[src/rtl/wb_router_pkg.sv]
// Shared types and constants for the Wishbone slave router.
// Optional timeout path is enabled by WB_SLAVE_ROUTER_TIMEOUT_EN.
package wb_router_pkg;

    localparam logic [1:0] ST_IDLE = 2'd0;
    localparam logic [1:0] ST_FWD  = 2'd1;
    localparam logic [1:0] ST_RESP = 2'd2;

    typedef enum logic [1:0] {
        TGT_NONE = 2'd0,
        TGT_USR  = 2'd1,
        TGT_UART = 2'd2
    } tgt_e;

    localparam logic [1:0] ERR_NONE     = 2'b00;
    localparam logic [1:0] ERR_UNMAPPED = 2'b01;
    localparam logic [1:0] ERR_TIMEOUT  = 2'b10;

    localparam logic [31:0] ERR_DATA_DEF = 32'hDEAD_BEEF;

endpackage

[src/rtl/wb_addr_decode.sv]
// Combinational page decode: adr[31:20] to router target.
// Part of wb_slave_router (macro WB_SLAVE_ROUTER_TIMEOUT_EN unused here).
module wb_addr_decode
    import wb_router_pkg::*;
#(
    parameter logic [11:0] USR_BASE_A = 12'h380,
    parameter logic [11:0] USR_BASE_B = 12'h320,
    parameter logic [11:0] USR_BASE_C = 12'h340,
    parameter logic [11:0] UART_BASE  = 12'h300
) (
    input  logic [11:0] page_i,
    output logic [1:0]  tgt_o
);

    always_comb begin
        tgt_o = TGT_NONE;
        if (page_i == USR_BASE_A || page_i == USR_BASE_B ||
            page_i == USR_BASE_C) begin
            tgt_o = TGT_USR;
        end else if (page_i == UART_BASE) begin
            tgt_o = TGT_UART;
        end
    end

endmodule

[src/rtl/wb_slave_router.sv]
// One-outstanding Wishbone classic router: user project and UART.
// Define WB_SLAVE_ROUTER_TIMEOUT_EN to add the forward-phase timeout.
module wb_slave_router
    import wb_router_pkg::*;
#(
    parameter logic [11:0] USR_BASE_A  = 12'h380,
    parameter logic [11:0] USR_BASE_B  = 12'h320,
    parameter logic [11:0] USR_BASE_C  = 12'h340,
    parameter logic [11:0] UART_BASE   = 12'h300,
    parameter int unsigned TIMEOUT_CYC = 255,
    parameter logic [31:0] ERR_DATA    = ERR_DATA_DEF
) (
    input  logic        wb_clk_i,
    input  logic        wb_rst_i,
    input  logic        wbs_cyc_i,
    input  logic        wbs_stb_i,
    input  logic        wbs_we_i,
    input  logic [3:0]  wbs_sel_i,
    input  logic [31:0] wbs_adr_i,
    input  logic [31:0] wbs_dat_i,
    output logic        wbs_ack_o,
    output logic [31:0] wbs_dat_o,
    output logic        usr_cyc_o,
    output logic        usr_stb_o,
    output logic        usr_we_o,
    output logic [3:0]  usr_sel_o,
    output logic [31:0] usr_adr_o,
    output logic [31:0] usr_dat_o,
    input  logic        usr_ack_i,
    input  logic [31:0] usr_dat_i,
    output logic        uart_cyc_o,
    output logic        uart_stb_o,
    output logic        uart_we_o,
    output logic [3:0]  uart_sel_o,
    output logic [31:0] uart_adr_o,
    output logic [31:0] uart_dat_o,
    input  logic        uart_ack_i,
    input  logic [31:0] uart_dat_i,
    output logic        bus_err_o,
    output logic [1:0]  err_code_o
);

    logic [1:0]  state_q, state_d;
    logic [1:0]  tgt_q, tgt_d;
    logic        we_q, we_d;
    logic [3:0]  sel_q, sel_d;
    logic [31:0] adr_q, adr_d;
    logic [31:0] wdat_q, wdat_d;
    logic [31:0] dat_q, dat_d;
    logic        ack_q, ack_d;
    logic        berr_q, berr_d;
    logic [1:0]  ecode_q, ecode_d;
    logic [1:0]  dec_tgt;
    logic        sel_ack;
    logic [31:0] sel_dat;
    logic        to_hit;
    logic        fwd_usr;
    logic        fwd_uart;

    wb_addr_decode #(
        .USR_BASE_A (USR_BASE_A),
        .USR_BASE_B (USR_BASE_B),
        .USR_BASE_C (USR_BASE_C),
        .UART_BASE  (UART_BASE)
    ) u_dec (
        .page_i (wbs_adr_i[31:20]),
        .tgt_o  (dec_tgt)
    );

`ifdef WB_SLAVE_ROUTER_TIMEOUT_EN
    logic [15:0] cnt_q;

    // Counter is zero on entry to FWD and counts elapsed FWD cycles.
    always_ff @(posedge wb_clk_i or posedge wb_rst_i) begin
        if (wb_rst_i) begin
            cnt_q <= '0;
        end else if (state_q == ST_FWD) begin
            cnt_q <= cnt_q + 16'd1;
        end else begin
            cnt_q <= '0;
        end
    end

    assign to_hit = (cnt_q + 16'd1) == 16'(TIMEOUT_CYC);
`else
    logic [15:0] unused_timeout;

    assign unused_timeout = 16'(TIMEOUT_CYC);
    assign to_hit = 1'b0;
`endif

    assign fwd_usr  = (state_q == ST_FWD) && (tgt_q == TGT_USR);
    assign fwd_uart = (state_q == ST_FWD) && (tgt_q == TGT_UART);

    assign sel_ack = fwd_usr ? usr_ack_i : uart_ack_i;
    assign sel_dat = fwd_usr ? usr_dat_i : uart_dat_i;

    always_comb begin
        state_d = state_q;
        tgt_d   = tgt_q;
        we_d    = we_q;
        sel_d   = sel_q;
        adr_d   = adr_q;
        wdat_d  = wdat_q;
        dat_d   = '0;
        ack_d   = 1'b0;
        berr_d  = 1'b0;
        ecode_d = ecode_q;
        unique case (state_q)
            ST_IDLE: begin
                if (wbs_cyc_i && wbs_stb_i) begin
                    tgt_d   = dec_tgt;
                    we_d    = wbs_we_i;
                    sel_d   = wbs_sel_i;
                    adr_d   = wbs_adr_i;
                    wdat_d  = wbs_dat_i;
                    ecode_d = ERR_NONE;
                    if (dec_tgt == TGT_NONE) begin
                        state_d = ST_RESP;
                        dat_d   = ERR_DATA;
                        ack_d   = 1'b1;
                        berr_d  = 1'b1;
                        ecode_d = ERR_UNMAPPED;
                    end else begin
                        state_d = ST_FWD;
                    end
                end
            end
            ST_FWD: begin
                if (!wbs_cyc_i) begin
                    state_d = ST_IDLE;
                end else if (sel_ack) begin
                    state_d = ST_RESP;
                    dat_d   = we_q ? 32'd0 : sel_dat;
                    ack_d   = 1'b1;
                end else if (to_hit) begin
                    state_d = ST_RESP;
                    dat_d   = ERR_DATA;
                    ack_d   = 1'b1;
                    berr_d  = 1'b1;
                    ecode_d = ERR_TIMEOUT;
                end
            end
            ST_RESP: state_d = ST_IDLE;
            default: state_d = ST_IDLE;
        endcase
    end

    always_ff @(posedge wb_clk_i or posedge wb_rst_i) begin
        if (wb_rst_i) begin
            state_q <= ST_IDLE;
            tgt_q   <= TGT_NONE;
            we_q    <= 1'b0;
            sel_q   <= '0;
            adr_q   <= '0;
            wdat_q  <= '0;
            dat_q   <= '0;
            ack_q   <= 1'b0;
            berr_q  <= 1'b0;
            ecode_q <= ERR_NONE;
        end else begin
            state_q <= state_d;
            tgt_q   <= tgt_d;
            we_q    <= we_d;
            sel_q   <= sel_d;
            adr_q   <= adr_d;
            wdat_q  <= wdat_d;
            dat_q   <= dat_d;
            ack_q   <= ack_d;
            berr_q  <= berr_d;
            ecode_q <= ecode_d;
        end
    end

    assign wbs_ack_o  = ack_q;
    assign wbs_dat_o  = dat_q;
    assign bus_err_o  = berr_q;
    assign err_code_o = ecode_q;

    assign usr_cyc_o  = fwd_usr;
    assign usr_stb_o  = fwd_usr;
    assign usr_we_o   = fwd_usr & we_q;
    assign usr_sel_o  = fwd_usr ? sel_q : 4'd0;
    assign usr_adr_o  = fwd_usr ? adr_q : 32'd0;
    assign usr_dat_o  = fwd_usr ? wdat_q : 32'd0;

    assign uart_cyc_o = fwd_uart;
    assign uart_stb_o = fwd_uart;
    assign uart_we_o  = fwd_uart & we_q;
    assign uart_sel_o = fwd_uart ? sel_q : 4'd0;
    assign uart_adr_o = fwd_uart ? adr_q : 32'd0;
    assign uart_dat_o = fwd_uart ? wdat_q : 32'd0;

endmodule

[config.mk]
export PLATFORM = sky130hd
export DESIGN_NAME = wb_slave_router
export DESIGN_NICKNAME = d
export VERILOG_FILES = /design/src/rtl/wb_router_pkg.sv /design/src/rtl/wb_addr_decode.sv /design/src/rtl/wb_slave_router.sv
export SDC_FILE = /design/constraint.sdc
export NUM_CORES = 1
export LEC_CHECK = 0
export BUFFER_PORTS_ARGS = -buffer_cell sky130_fd_sc_hd__buf_2
export CORE_AREA = 2 2 123 125
export CTS_CLUSTER_SIZE = 10
export DETAILED_ROUTE_END_ITERATION = 12
export DIE_AREA = 0 0 125 127
export GPL_TIMING_DRIVEN = 0
export PLACE_DENSITY_LB_ADDON = 0.2
export SYNTH_ARGS = -nofsm -noshare
export SYNTH_HDL_FRONTEND = slang
export SYNTH_SLANG_ARGS = --single-unit
[constraint.sdc]
create_clock -name wb_clk_i -period 6.65 [get_ports wb_clk_i]
set_input_delay 0.9975 -clock wb_clk_i [delete_from_list [all_inputs] [get_ports wb_clk_i]]
set_output_delay 0.9975 -clock wb_clk_i [all_outputs]
set_load 0.05 [all_outputs]
* Word-level counts from Yosys, hierarchy flattened
Cells that the tools add are included.
** Operators by class
- Equal/unequal tests :: 9
- Multiplexer cells :: 28
- Bitwise logic cells :: 2
- Reduce and logical (&&, ||, !) cells :: 9
** Operators with widths (count)
- 32-bit 2-to-1 mux :: 10
- 32-bit case mux with 2 select lines :: 1
- 12-bit by 10-bit equality test with 1-bit output (second input constant) :: 4
- 2-bit 2-to-1 mux :: 6
- 4-bit 2-to-1 mux :: 2
- 1-bit 2-to-1 mux :: 7
- 2-bit by 1-bit equality test with 1-bit output (second input constant) :: 2
- 2-bit logical NOT :: 2
- 2-bit case mux with 2 select lines :: 1
- 2-bit AND reduction :: 2
- 1-bit logical AND :: 3
- 3-bit != test (second input constant) :: 1
- 1-bit AND :: 2
- 2-bit equality test (second input constant) :: 1
- 1-bit logical OR :: 2
- 2-bit != test (second input constant) :: 1
- 1-bit case mux with 2 select lines :: 1
** Word-level totals
- Bits in registers :: 109
- Input port bits :: 139
- Output and inout port bits :: 178
- Word-level logic and storage cells :: 58

* Longest topological paths before layout
- Depth after elaboration :: 8
- Mapped depth :: 6
- Depth with buffers taken out :: 3

* Cells and area by module
Synthesis repeated with hierarchy kept, for this count alone.
** Unflattened totals
- Cells, all modules :: 569
- Area, all modules :: 5161.2 sq um
** By module, submodules not included
- wb_slave_router :: times used 1, cells each 561, area each 5108.6 sq um, sequential area each 2702.6 sq um
- wb_addr_decode :: times used 1, cells each 8, area each 52.6 sq um, sequential area each 0.0 sq um

* Worst setup path before layout
OpenSTA, ideal clock, no wires.
- Kind :: flip-flop to output port
- Start point :: reg state_q[1]
- End point :: out usr_dat_o[22]
- Data arrival time :: 1.895 ns
- Slack :: 3.757 ns
- Stages on the path, launching flop included :: 5
- Cell sequence :: dfrtp_1 > nor4bb_1 > buf_2 > clkbuf_1 > and2_1
** Between the ends
- Cells in the longest elaborated chain, start to end :: 3
** Ends and longest elaborated chain
- from (decl) :: line wb_slave_router.sv:43 : logic [1:0] state_q, state_d;
- from (signal assigned) :: line wb_slave_router.sv:162 : state_q <= state_d;
- 2-bit by 1-bit equality test with 1-bit output :: line wb_slave_router.sv:92 : assign fwd_usr = (state_q == ST_FWD) && (tgt_q == TGT_USR);
- 1-bit logical AND :: line wb_slave_router.sv:92
- net usr_cyc_o :: line wb_slave_router.sv:23 : output logic usr_cyc_o,
- 32-bit 2-to-1 mux :: line wb_slave_router.sv:185 : assign usr_dat_o = fwd_usr ? wdat_q : 32'd0;
- to (decl) :: line wb_slave_router.sv:28 : output logic [31:0] usr_dat_o,
The timed path passes the listed nets, and every way through them passes these cells.

* Final worst setup path
- Start point :: reg state_q[1]
- End point :: out usr_sel_o[1]
** Between the ends
- Cells in the longest elaborated chain, start to end :: 3
** Ends and longest elaborated chain
- 2-bit by 1-bit equality test with 1-bit output :: line wb_slave_router.sv:92
- 1-bit logical AND :: line wb_slave_router.sv:92
- 4-bit 2-to-1 mux :: line wb_slave_router.sv:183 : assign usr_sel_o = fwd_usr ? sel_q : 4'd0;
- to (decl) :: line wb_slave_router.sv:26 : output logic [3:0] usr_sel_o,
Every way passes these cells.

==> results.py <==
metrics = {
    "outcome": {
        "outcome": "complete, no violations",
    },
    "floorplanning": {
        "core-area_mm2": 0.01442,
        "die_h_um": 127,
        "die_x_um": 125,
        "initial_core_util": 0.3732,
        "io_pins": 317,
        "num_rows": 44,
        "die-area_mm2": 0.01588,
    },
    "power_and_ir_drop": {
        "p_per_area_mw_per_mm2": 198.7,
        "max-vdd-ir-drop_uv": 146.0,
        "p_leak_uw": 0.004296,
    },
    "global_route": {
        "grt_pass1_wl_um": 26740,
        "grt_max_degree": 58,
        "grt_overflow": 0,
        "antenna_found_initial": 0,
        "first_global_vias": 5034,
        "grt_usage": 0.2134,
    },
    "timing": {
        "drv_slew": 0,
        "fmax_ghz": 0.2843,
        "period_share": 0.5289,
        "worst_slew_pin_slew_ns": 0.6884,
        "whs_ns": 0.4883,
        "period_needed_ns": 3.518,
        "slew_headroom": 0.5411,
        "finClkSkew_ns": 0.005615,
        "rsz0062_at_grt": "false",
        "finalSetupViolCount": 0,
        "hold_viol": 0,
        "fin_tns_setup_ns": 0,
    },
    "setup_path": {
        "reg2reg_slack_ns": 4.67,
        "max_stage_delay_ns": 0.43,
        "crit_path_cell_trace": "nor4bb_1 -> buf_2 -> buf_2 -> clkbuf_1 -> and2_1 -> buf_2",
        "r2r_start": "state_q[0]",
        "critPathKind": "flip-flop to output port",
        "cp_max_fo": 10,
        "crit_buf_inv": 4,
        "critical_path_required_ns": 5.65,
        "cp_common_cell": "buf_2",
        "rr_worst_depth": 4,
        "cp_data_arrival_time_ns": 2.52,
        "crit_slowest_cell": "clkbuf_1",
        "start_kind": "flip-flop",
        "rr_endpoint": "wbs_dat_o[1]",
        "crit_cells": 6,
        "crit_path_end_kind": "output port",
        "cpLargestDelayFamily": "buffers and inverters",
    },
    "routing": {
        "drt_iter0_markers": 220,
        "drtPass1Iterations": 6,
        "routedWlPerCell_um": 15.50,
        "drcViolationCount": 0,
        "vias": 5197,
        "vias_per_cell": 4.665,
        "finalWirelength_um": 17270,
        "drtAntennaViolNets": 0,
    },
    "synthesis": {
        "synth_ff_type": "dfrtp_1",
        "avgSynthCellArea_um2": 9.001,
        "synth.mux.area_fraction": 0.06532,
        "synth-seq-area-share": 0.5021,
        "synth_compound_area_frac": 0.04928,
        "synth_simple_gate_area_frac": 0.3366,
        "yosys.area_share.xor_xnor": 0.001627,
        "synth.distinct_cells": 28,
        "synthAdderAreaFrac": 0.002092,
        "yosys_register_bits": 108,
        "synthesis.nets": 737,
        "synthCells": 598,
        "synth_edf_count": 0,
        "synth_top_family_by_area": "simple AND/OR/NAND/NOR gates",
        "async_reset_ff_frac": 1.000,
        "syn_area_mm2": 0.005383,
        "yosysWarnings": 0,
    },
    "cts": {
        "clock_sinks": 108,
        "cts_buffers": 9,
        "cts_buffer_depth": 2,
        "post_cts_buffers": 0,
        "postCtsHoldBufs": 0,
        "root_buffer": "clkbuf_16",
        "clock_latency_ns": 0.34,
        "cts_tree": "done",
        "path_clk_slew_ns": 0.07,
        "h-tree-depth": 3,
        "cts_resized": 0,
    },
    "place": {
        "dp_cells": 1098,
        "hpwl_um": 13310,
        "numPortBuffers": 315,
        "place.gp.congestion": 0.7655,
        "placed_cell_area_mm2": 0.007219,
    },
    "layout": {
        "antenna_cells": 0,
        "regArea_mm2": 0.002703,
        "drive_gt1_frac": 0.3774,
        "fillerInstances": 1448,
        "synthToLayoutAreaGrowth_pct": 39.17,
        "fin_util": 0.5193,
        "stdcell_count": 1114,
        "fin_area_mm2": 0.007491,
        "multiInputGateArea_mm2": 0.002452,
        "nets": 1064,
    },
    "min_path": {
        "worst_hold_path.endpoint": "adr_q[8]",
        "min_path_type": "flip-flop to flip-flop",
        "min_path_cells": 2,
        "worstHoldStart": "adr_q[8]",
    },
    "job": {
        "cap_violations": 0,
    },
}
## cell usage after synthesis, types with 2 or more instances
library cell / instances / area [µm²]
o21ai_0: 4 / 20.02
buf_4: 3 / 22.52
nor4bb_1: 2 / 20.02
clkbuf_1: 37 / 138.9
o22ai_1: 3 / 18.77
o32ai_1: 24 / 210.2
mux2i_1: 34 / 340.3
or2_2: 2 / 12.51
nand2_1: 210 / 788.3
buf_6: 2 / 22.52
buf_2: 8 / 40.04
nor3_1: 8 / 40.04
nand4bb_1: 2 / 22.52
and2_1: 138 / 863.3
dfrtp_1: 108 / 2703
## registers in the layout (all words and copies together), names as in the netlist, 2 cells and up
signal     count
adr_q         32
sel_q          4
state_q        2
tgt_q          2
wbs_dat_o     32
wdat_q        32
## layout make-up
| cell class | instances | area share |
|---|---|---|
| sequential | 108 | 0.3608 |
| clock buffer | 12 | 0.03290 |
| timing repair buffer | 316 | 0.2141 |
| tap | 184 | 0.03073 |
| clock inverter | 4 | 0.003341 |
| inverter | 1 | 0.0008351 |
| multi-input combinational | 439 | 0.3274 |
| buffer | 50 | 0.02990 |
## logic make-up (layout without fill, tap and decap cells)
logic type | after synthesis | count (layout)
flops | 108 | 108
compound gates | 32 | 32
buf+inv | 51 | 383
xor+xnor | 1 | 1
mux | 35 | 35
simple gates | 369 | 369
other cells | 1 | 1
fa+ha+maj | 1 | 1
## how the worst max path moves through the flow
stage,slack [ns],to,start
3_5_place_dp,3.47,usr_sel_o[1],state_q[1]
4_1_cts,3.08,usr_sel_o[1],state_q[1]
2_1_floorplan,2.81,adr_q[0],wb_rst_i
3_3_place_gp,1.43,wdat_q[14],wb_rst_i
5_1_grt,2.93,usr_sel_o[1],state_q[1]
6_report,3.13,usr_sel_o[1],state_q[1]
## per-stage QoR
stage          power (µW)  setup slack, ns
4_1_cts              1508            3.075
5_1_grt              1565            2.933
6_report             1489            3.133
3_5_place_dp         1007            3.471
3_3_place_gp        997.3            1.434
2_1_floorplan       902.2            2.807
## tightest hold or removal path: stages, from the launching register on
cell	delay (ns)
dfrtp_1	0.35
nand2_1	0.05
nand2_1	0.05
## cell usage in the layout, fill, tap and decap left out, types with 2 or more instances in the layout
cell type and n:
nor3_1 8, nor4bb_1 2, buf_2 323, clkinv_2 2, dfrtp_1 108, nand4bb_1 2
clkinvlp_4 2, buf_6 2, nand2_1 210, clkbuf_16 9, buf_4 3, o21ai_0 4
and2_1 138, o32ai_1 24, clkbuf_1 39, o22ai_1 3, mux2i_1 34, or2_2 2
## report_power, final
group          internal (µW)  switching [µW]  total [µW]  leakage (µW)
Clock                    264             235         498      0.000129
Sequential               730            53.0         783       0.00137
Combinational           77.4             130         207       0.00279
## per-layer routing
layer / vias to the layer above / wire [µm] / global-route usage
met5: - / 0 / 0
met2: 221 / 8618 / 0.3683
met1: 2400 / 7082 / 0.2719
li1: 2562 / - / -
met3: 14 / 1344 / 0.04732
met4: 0 / 226 / 0.06013
Note: power is estimated with default switching activity, not from simulation.
